--- config.mk ---
export PLATFORM = sky130hd
export DESIGN_NAME = truncate_sequencer
export DESIGN_NICKNAME = d
export VERILOG_FILES = /design/src/rtl/truncate_sequencer_pkg.sv /design/src/rtl/truncate_sequencer_phase.sv /design/src/rtl/truncate_sequencer.sv
export SDC_FILE = /design/constraint.sdc
export NUM_CORES = 1
export LEC_CHECK = 0
export BUFFER_PORTS_ARGS = -buffer_cell sky130_fd_sc_hd__buf_2
export CAP_MARGIN = 20
export CORE_AREA = 5 5 84 86
export DETAILED_ROUTE_END_ITERATION = 10
export DIE_AREA = 0 0 89 91
export GPL_TIMING_DRIVEN = 0
export PLACE_DENSITY = 0.75
export SLEW_MARGIN = 20
export SYNTH_ARGS = -nofsm -noshare
export SYNTH_HDL_FRONTEND = slang
export SYNTH_SLANG_ARGS = --single-unit
--- constraint.sdc ---
create_clock -name clock -period 1.9 [get_ports clock]
set_input_delay 0.38 -clock clock [delete_from_list [all_inputs] [get_ports clock]]
set_output_delay 0.38 -clock clock [all_outputs]
set_load 0.03 [all_outputs]
--- src/rtl/truncate_sequencer_pkg.sv ---
// truncate_sequencer_pkg: shared FSM encoding, default parameters and saturating increment
package truncate_sequencer_pkg;
  localparam logic [1:0] ST_UNLOCKED = 2'd0;
  localparam logic [1:0] ST_HUNT     = 2'd1;
  localparam logic [1:0] ST_LOCKED   = 2'd2;
  localparam int RATIO_DEF      = 4;
  localparam int LOCK_COUNT_DEF = 8;
  localparam int BX_MAX_DEF     = 3563;
  localparam int CNT_W_DEF      = 16;
  function automatic logic [31:0] sat_inc(input logic [31:0] v, input logic [31:0] max);
    return (v == max) ? v : v + 32'd1;
  endfunction
endpackage

--- src/rtl/truncate_sequencer_phase.sv ---
// frame_phase_detect: samples frame_clock, tracks the fast-clock phase and qualifies lock
//   clock/reset   fabric clock, async active-high reset
//   frame_clock   frame clock sampled as data
//   ph            phase within the frame (0 on the cycle an aligned edge is seen)
//   locked        frame phase locked
//   slip          one-cycle pulse in the cycle lock is lost
module frame_phase_detect
  import truncate_sequencer_pkg::*;
#(
  parameter int RATIO      = RATIO_DEF,
  parameter int LOCK_COUNT = LOCK_COUNT_DEF
) (
  input  logic                     clock,
  input  logic                     reset,
  input  logic                     frame_clock,
  output logic [$clog2(RATIO)-1:0] ph,
  output logic                     locked,
  output logic                     slip
);
  localparam int PW = $clog2(RATIO);
  localparam int LW = $clog2(LOCK_COUNT + 1);
  logic [1:0] rs_q;
  logic fc0_q;
  logic [1:0] fc_q;
  logic [1:0] st_q, st_d;
  logic [PW-1:0] ph_q, ph_d;
  logic [LW-1:0] run_q, run_d;
  logic lk_q, lk_d;
  logic fe, ph0;
  // first sampler stage is deliberately unreset: it only ever holds a sample of an async input
  always_ff @(posedge clock) fc0_q <= frame_clock;
  always_ff @(posedge clock or posedge reset) begin
    if (reset) begin
      rs_q  <= '0;
      fc_q  <= '0;
      st_q  <= ST_UNLOCKED;
      ph_q  <= '0;
      run_q <= '0;
      lk_q  <= 1'b0;
    end else begin
      rs_q  <= {rs_q[0], 1'b1};
      fc_q  <= {fc_q[0], fc0_q};
      st_q  <= st_d;
      ph_q  <= ph_d;
      run_q <= run_d;
      lk_q  <= lk_d;
    end
  end
  assign fe  = (fc_q == 2'b01);
  assign ph0 = (ph_q == '0);
  always_comb begin
    st_d  = st_q;
    ph_d  = ph_q + PW'(1);
    run_d = run_q;
    lk_d  = lk_q;
    slip  = 1'b0;
    case (st_q)
      ST_UNLOCKED: if (rs_q[1] && fe) begin
        ph_d  = PW'(1);
        run_d = LW'(1);
        st_d  = ST_HUNT;
      end
      ST_HUNT: if (fe && ph0) begin
        run_d = run_q + LW'(1);
        if (run_d == LW'(LOCK_COUNT)) begin
          st_d = ST_LOCKED;
          lk_d = 1'b1;
        end
      end else if (fe) begin
        ph_d  = PW'(1);
        run_d = LW'(1);
      end else if (ph0) begin
        run_d = '0;
        st_d  = ST_UNLOCKED;
      end
      ST_LOCKED: if (fe != ph0) begin
        // a missing edge keeps counting; a misplaced edge re-aligns immediately
        slip  = 1'b1;
        lk_d  = 1'b0;
        st_d  = ST_HUNT;
        ph_d  = fe ? PW'(1) : ph_d;
        run_d = fe ? LW'(1) : '0;
      end
      default: st_d = ST_UNLOCKED;
    endcase
  end
  assign ph     = ph_q;
  assign locked = lk_q;
endmodule

--- src/rtl/truncate_sequencer.sv ---
// truncate_sequencer: latch enable, slot numbering, overflow and bunch-crossing counters
//   clock/reset   fabric clock, async active-high reset
//   frame_clock   frame clock sampled as data; enable gates latch_en/slot_valid/overflow
//   phase_sel     phase at which latch_en fires; vpfs_any = truncator not drained
//   latch_en, slot_idx, slot_valid, locked, overflow   per-cycle status
//   overflow_cnt, slip_cnt, bx_cnt                       slow-control counters
module truncate_sequencer
  import truncate_sequencer_pkg::*;
#(
  parameter int RATIO      = RATIO_DEF,
  parameter int LOCK_COUNT = LOCK_COUNT_DEF,
  parameter int BX_MAX     = BX_MAX_DEF,
  parameter int CNT_W      = CNT_W_DEF
) (
  input  logic                     clock,
  input  logic                     reset,
  input  logic                     frame_clock,
  input  logic                     enable,
  input  logic [$clog2(RATIO)-1:0] phase_sel,
  input  logic                     vpfs_any,
  output logic                     latch_en,
  output logic [$clog2(RATIO)-1:0] slot_idx,
  output logic                     slot_valid,
  output logic                     locked,
  output logic                     overflow,
  output logic [CNT_W-1:0]         overflow_cnt,
  output logic [7:0]               slip_cnt,
  output logic [11:0]              bx_cnt
);
  localparam int PW = $clog2(RATIO);
  logic [PW-1:0] ph, slot_q, blk_q;
  logic lk, slip, le_d, le_q, sv_q, ov_d, ov_q;
  logic [CNT_W-1:0] ovc_q;
  logic [7:0] slc_q;
  logic [11:0] bx_q;
  frame_phase_detect #(.RATIO(RATIO), .LOCK_COUNT(LOCK_COUNT)) u_phase (
    .clock      (clock),
    .reset      (reset),
    .frame_clock(frame_clock),
    .ph         (ph),
    .locked     (lk),
    .slip       (slip)
  );
  // blk_q holds off a second pulse for RATIO-1 cycles so a phase_sel change cannot double-fire
  assign le_d = lk & enable & ~slip & (ph == phase_sel) & (blk_q == '0);
  assign ov_d = slot_valid & (slot_q == PW'(RATIO - 1)) & vpfs_any;
  always_ff @(posedge clock or posedge reset) begin
    if (reset) begin
      le_q   <= 1'b0;
      sv_q   <= 1'b0;
      slot_q <= '0;
      blk_q  <= '0;
      ov_q   <= 1'b0;
      ovc_q  <= '0;
      slc_q  <= '0;
      bx_q   <= '0;
    end else begin
      le_q   <= le_d;
      sv_q   <= lk & enable;
      slot_q <= ph - phase_sel - PW'(1);
      blk_q  <= le_d ? PW'(RATIO - 1) : (blk_q != '0) ? blk_q - PW'(1) : blk_q;
      ov_q   <= ov_d;
      ovc_q  <= ov_d ? CNT_W'(sat_inc(32'(ovc_q), 32'({CNT_W{1'b1}}))) : ovc_q;
      slc_q  <= slip ? 8'(sat_inc(32'(slc_q), 32'd255)) : slc_q;
      bx_q   <= !lk ? '0 : latch_en ? ((bx_q == 12'(BX_MAX)) ? '0 : bx_q + 12'd1) : bx_q;
    end
  end
  assign latch_en     = le_q & enable;
  assign slot_valid   = sv_q & enable;
  assign overflow     = ov_q & enable;
  assign slot_idx     = slot_q;
  assign locked       = lk;
  assign overflow_cnt = ovc_q;
  assign slip_cnt     = slc_q;
  assign bx_cnt       = bx_q;
endmodule

==> reports/results.ini <==
[outcome]
status = complete, but fails checks
violations = setup timing

[grt]
grt_start_max_net_pins = 57
grt.overflow.total = 0
grt_pass1_wl_mm = 10.9
grt_usage_pct = 17.1
grt_pass1_vias = 2273
antenna_found_initial = 0

[final_layout]
fin_area_um2 = 3790
final_nets = 383
final_cell_mix = 54 x dfrtp_1, 48 x buf_2, 23 x nand2_1
finalNonFillerCells = 443
mostFrequentLayoutCell = dfrtp_1
drive_above_1_share_pct = 33.9
num_antenna_cells = 0
areaGrowthSynthToFinish_pct = 27.6

[critical_path]
critPathMaxFanout = 5
end_kind = flop
cp.required_ps = 2120
cp.arrival_ps = 2180
cp_slowest_cell = dfrtp_1
path_buf_inv = 3
criticalPathCategory = reg2reg
worst_path_dominant_cell_family = adder cells
slowest_delay_ps = 400
crit_path_start_kind = flop
path_cells = inv_2, ha_4, inv_4, ha_4, nor2b_4, a2111oi_4, buf_4, mux2i_1, nand2_1
cp_common_cell = ha_4

[synth]
synth-seq-cells = 57
synthArstFlopShare_pct = 98.2
synth_edf_count = 0
ys_seq_area_share_pct = 47.9
yosys_warnings = 0
ys_dominant_reg_cell = dfrtp_1
synth_nets = 311
syn_area_per_cell_um2 = 10.2
synth_cell_type_count = 55
synth_cells = 290
synthesis.area_um2 = 2970

[clock_tree]
h-tree-depth = 3
insertion_delay_ps = 340
clock-sinks = 57
clock-root-buffer = clkbuf_8
cts_tree = done
clk_pin_slew_ps = 60
ctsHoldBuffers = 0
cts_buffers = 9
cts_buffer_depth = 2

[sta]
fin_crit_ps = 1960
finClkSkew_ps = 5.13
setup_viol = 2
relSlewSlack_pct = 55.0
fin_crit_sh_pct = 103
finalHoldViolations = 0
finalMaxSlewViolations = 0
fin_ws_ps = -58.6
holdWs_ps = 144
fmax_mhz = 511
rsz0062_at_grt = true
tightest_slew_ps = 674

[power]
swShare_pct = 30.7
intPower_w = 0.00250
p_sw_w = 0.00111
vdd_drop_max_mv = 0.715
seqPwrFrac_pct = 37.8
power_frac_comb_pct = 30.6
clockPowerShare_pct = 31.6
leakagePower_nw = 1.82
p_per_area_nw_per_um2 = 953

[drt]
post_drt_wl_per_cell_um = 15.2
drt-total-wl_mm = 6.75
ant_nets = 0
via_per_inst = 5.42
drt_first_pass_iters = 4
drc_errors = 0
drt_iter0_drc = 69
via_count = 2403

[floorplanning]
die_y_um = 91
core_um2 = 6200
die_x_um = 89
start_util_pct = 47.9
rows = 29
ioPinCount = 49
dieArea_um2 = 8100

[place]
postPlaceCellArea_um2 = 3330
port_buffers = 48
gp_congestion = 0.887
placed_cells = 415
place_hpwl_mm = 4.23

[hold_path]
hp-class = in2reg

[flow_run]
maxCapViolations = 0

what timing repair did:
item	CTS	global route
pin swaps	3	10
setup buffers	7	9
endpoints found under the setup margin	17	26
gates resized for setup	18	24
cloned	0	0
logic make-up (layout without fill, tap and decap cells):
group                      count (synthesis)  count (layout)  share of synthesized area (%)
other                                      1               1                          0.126
xor gates and xnor gates                  28              28                           8.26
DFF                                       57              57                           47.9
AOI/OAI and AO/OA                         45              45                           11.2
buffers and inverters                     26             102                           3.58
and+or+nand+nor                          112             112                           20.7
muxes                                      7               7                           2.44
adders and majority gates                 14              14                           5.90
worst register-to-register path, cell delays in order, from the launching register on:
cell and delay, ps:
dfrtp_1 400, inv_2 80, ha_4 170, inv_4 40
ha_4 290, nor2b_4 50, a2111oi_4 360, buf_4 200
mux2i_1 190, nand2_1 70
stage by stage:
stage | TNS [ps] | power (W) | setup slack (ps) | utilization, %
2_1_floorplan | -94.0 | 0.00186 | -94.0 | -
3_3_place_gp | -31470 | 0.00199 | -699 | 53.6
3_5_place_dp | -1820 | 0.00201 | -317 | 53.6
4_1_cts | -638 | 0.00335 | -96.6 | 58.5
5_1_grt | -357 | 0.00379 | -141 | 61.1
6_report | -109 | 0.00361 | -58.6 | 61.1
routing by layer:
layer | share of wire [%] | up-vias | track usage (%)
li1 | - | 1170 | -
met4 | 1.9 | 0 | 6.08
met3 | 5.9 | 13 | 5.25
met5 | 0 | - | 0
met2 | 49 | 59 | 25.9
met1 | 43 | 1161 | 23.1
power groups by stage:
stage,registers (W),logic (W),clock network (W)
finish,0.00136,0.00111,0.00114
detailed placement,0.00138,0.000626,0
CTS,0.00136,0.000814,0.00117
floorplan,0.00141,0.000452,0
global placement,0.00138,0.000614,0
global route,0.00137,0.00120,0.00122
registers in the layout (all words and copies together), names as in the netlist, 2 cells and up:
name / cells
overflow_cnt: 16
slip_cnt: 8
u_phase.rs_q: 2
u_phase.st_q: 2
u_phase.run_q: 4
blk_q: 2
bx_cnt: 12
slot_idx: 2
u_phase.fc_q: 2
u_phase.ph: 2
synthesized netlist by cell type (2+ instances only):
library cell / number / share of area, %
dfrtp_1: 56 / 47
nand2_1: 24 / 3.0
inv_1: 21 / 2.7
nor2_1: 21 / 2.7
nand3_1: 18 / 3.0
xor2_1: 16 / 4.7
ha_1: 14 / 5.9
xnor2_1: 12 / 3.5
a21oi_1: 10 / 1.7
nand4_1: 8 / 1.7
o21ai_0: 7 / 1.2
nor3_1: 6 / 1.0
mux2i_1: 5 / 1.7
a31oi_1: 4 / 0.84
and3_1: 4 / 0.84
nor4_1: 4 / 0.84
or3_1: 4 / 0.84
a41oi_1: 3 / 0.88
and4_1: 3 / 0.88
clkbuf_1: 3 / 0.38
nand3b_1: 3 / 0.76
a211oi_2: 2 / 0.84
a21bo_2: 2 / 0.67
a21boi_0: 2 / 0.51
and2_2: 2 / 0.51
mux2_2: 2 / 0.76
nand2b_1: 2 / 0.42
nor2b_1: 2 / 0.42
nor4_2: 2 / 0.84
o22ai_1: 2 / 0.42
o31ai_1: 2 / 0.51
layout make-up:
cell class                      instances  area (um2)
Clock inverter                          3        40.0
Tap cell                               77        96.3
Fill cell                             498        2410
Buffer                                  2        25.0
Multi-Input combinational cell        207        1590
Sequential cell                        57        1420
Clock buffer                           12         155
Timing Repair Buffer                   64         372
Inverter                               21        86.3
worst paths after layout:
check,start,end,slack [ps],cells after the start
max,u_phase.ph[0],u_phase.run_q[3],-60,9
min,frame_clock,u_phase.fc0_q,140,1
max reg2reg,u_phase.ph[0],u_phase.run_q[3],-60,9
min reg2reg,u_phase.fc0_q,u_phase.fc_q[0],330,0
max in group asynchronous,reset,overflow_cnt[0],1280,2
min in group asynchronous,reset,slip_cnt[6],150,2
Note: power is estimated with default switching activity, not from simulation.
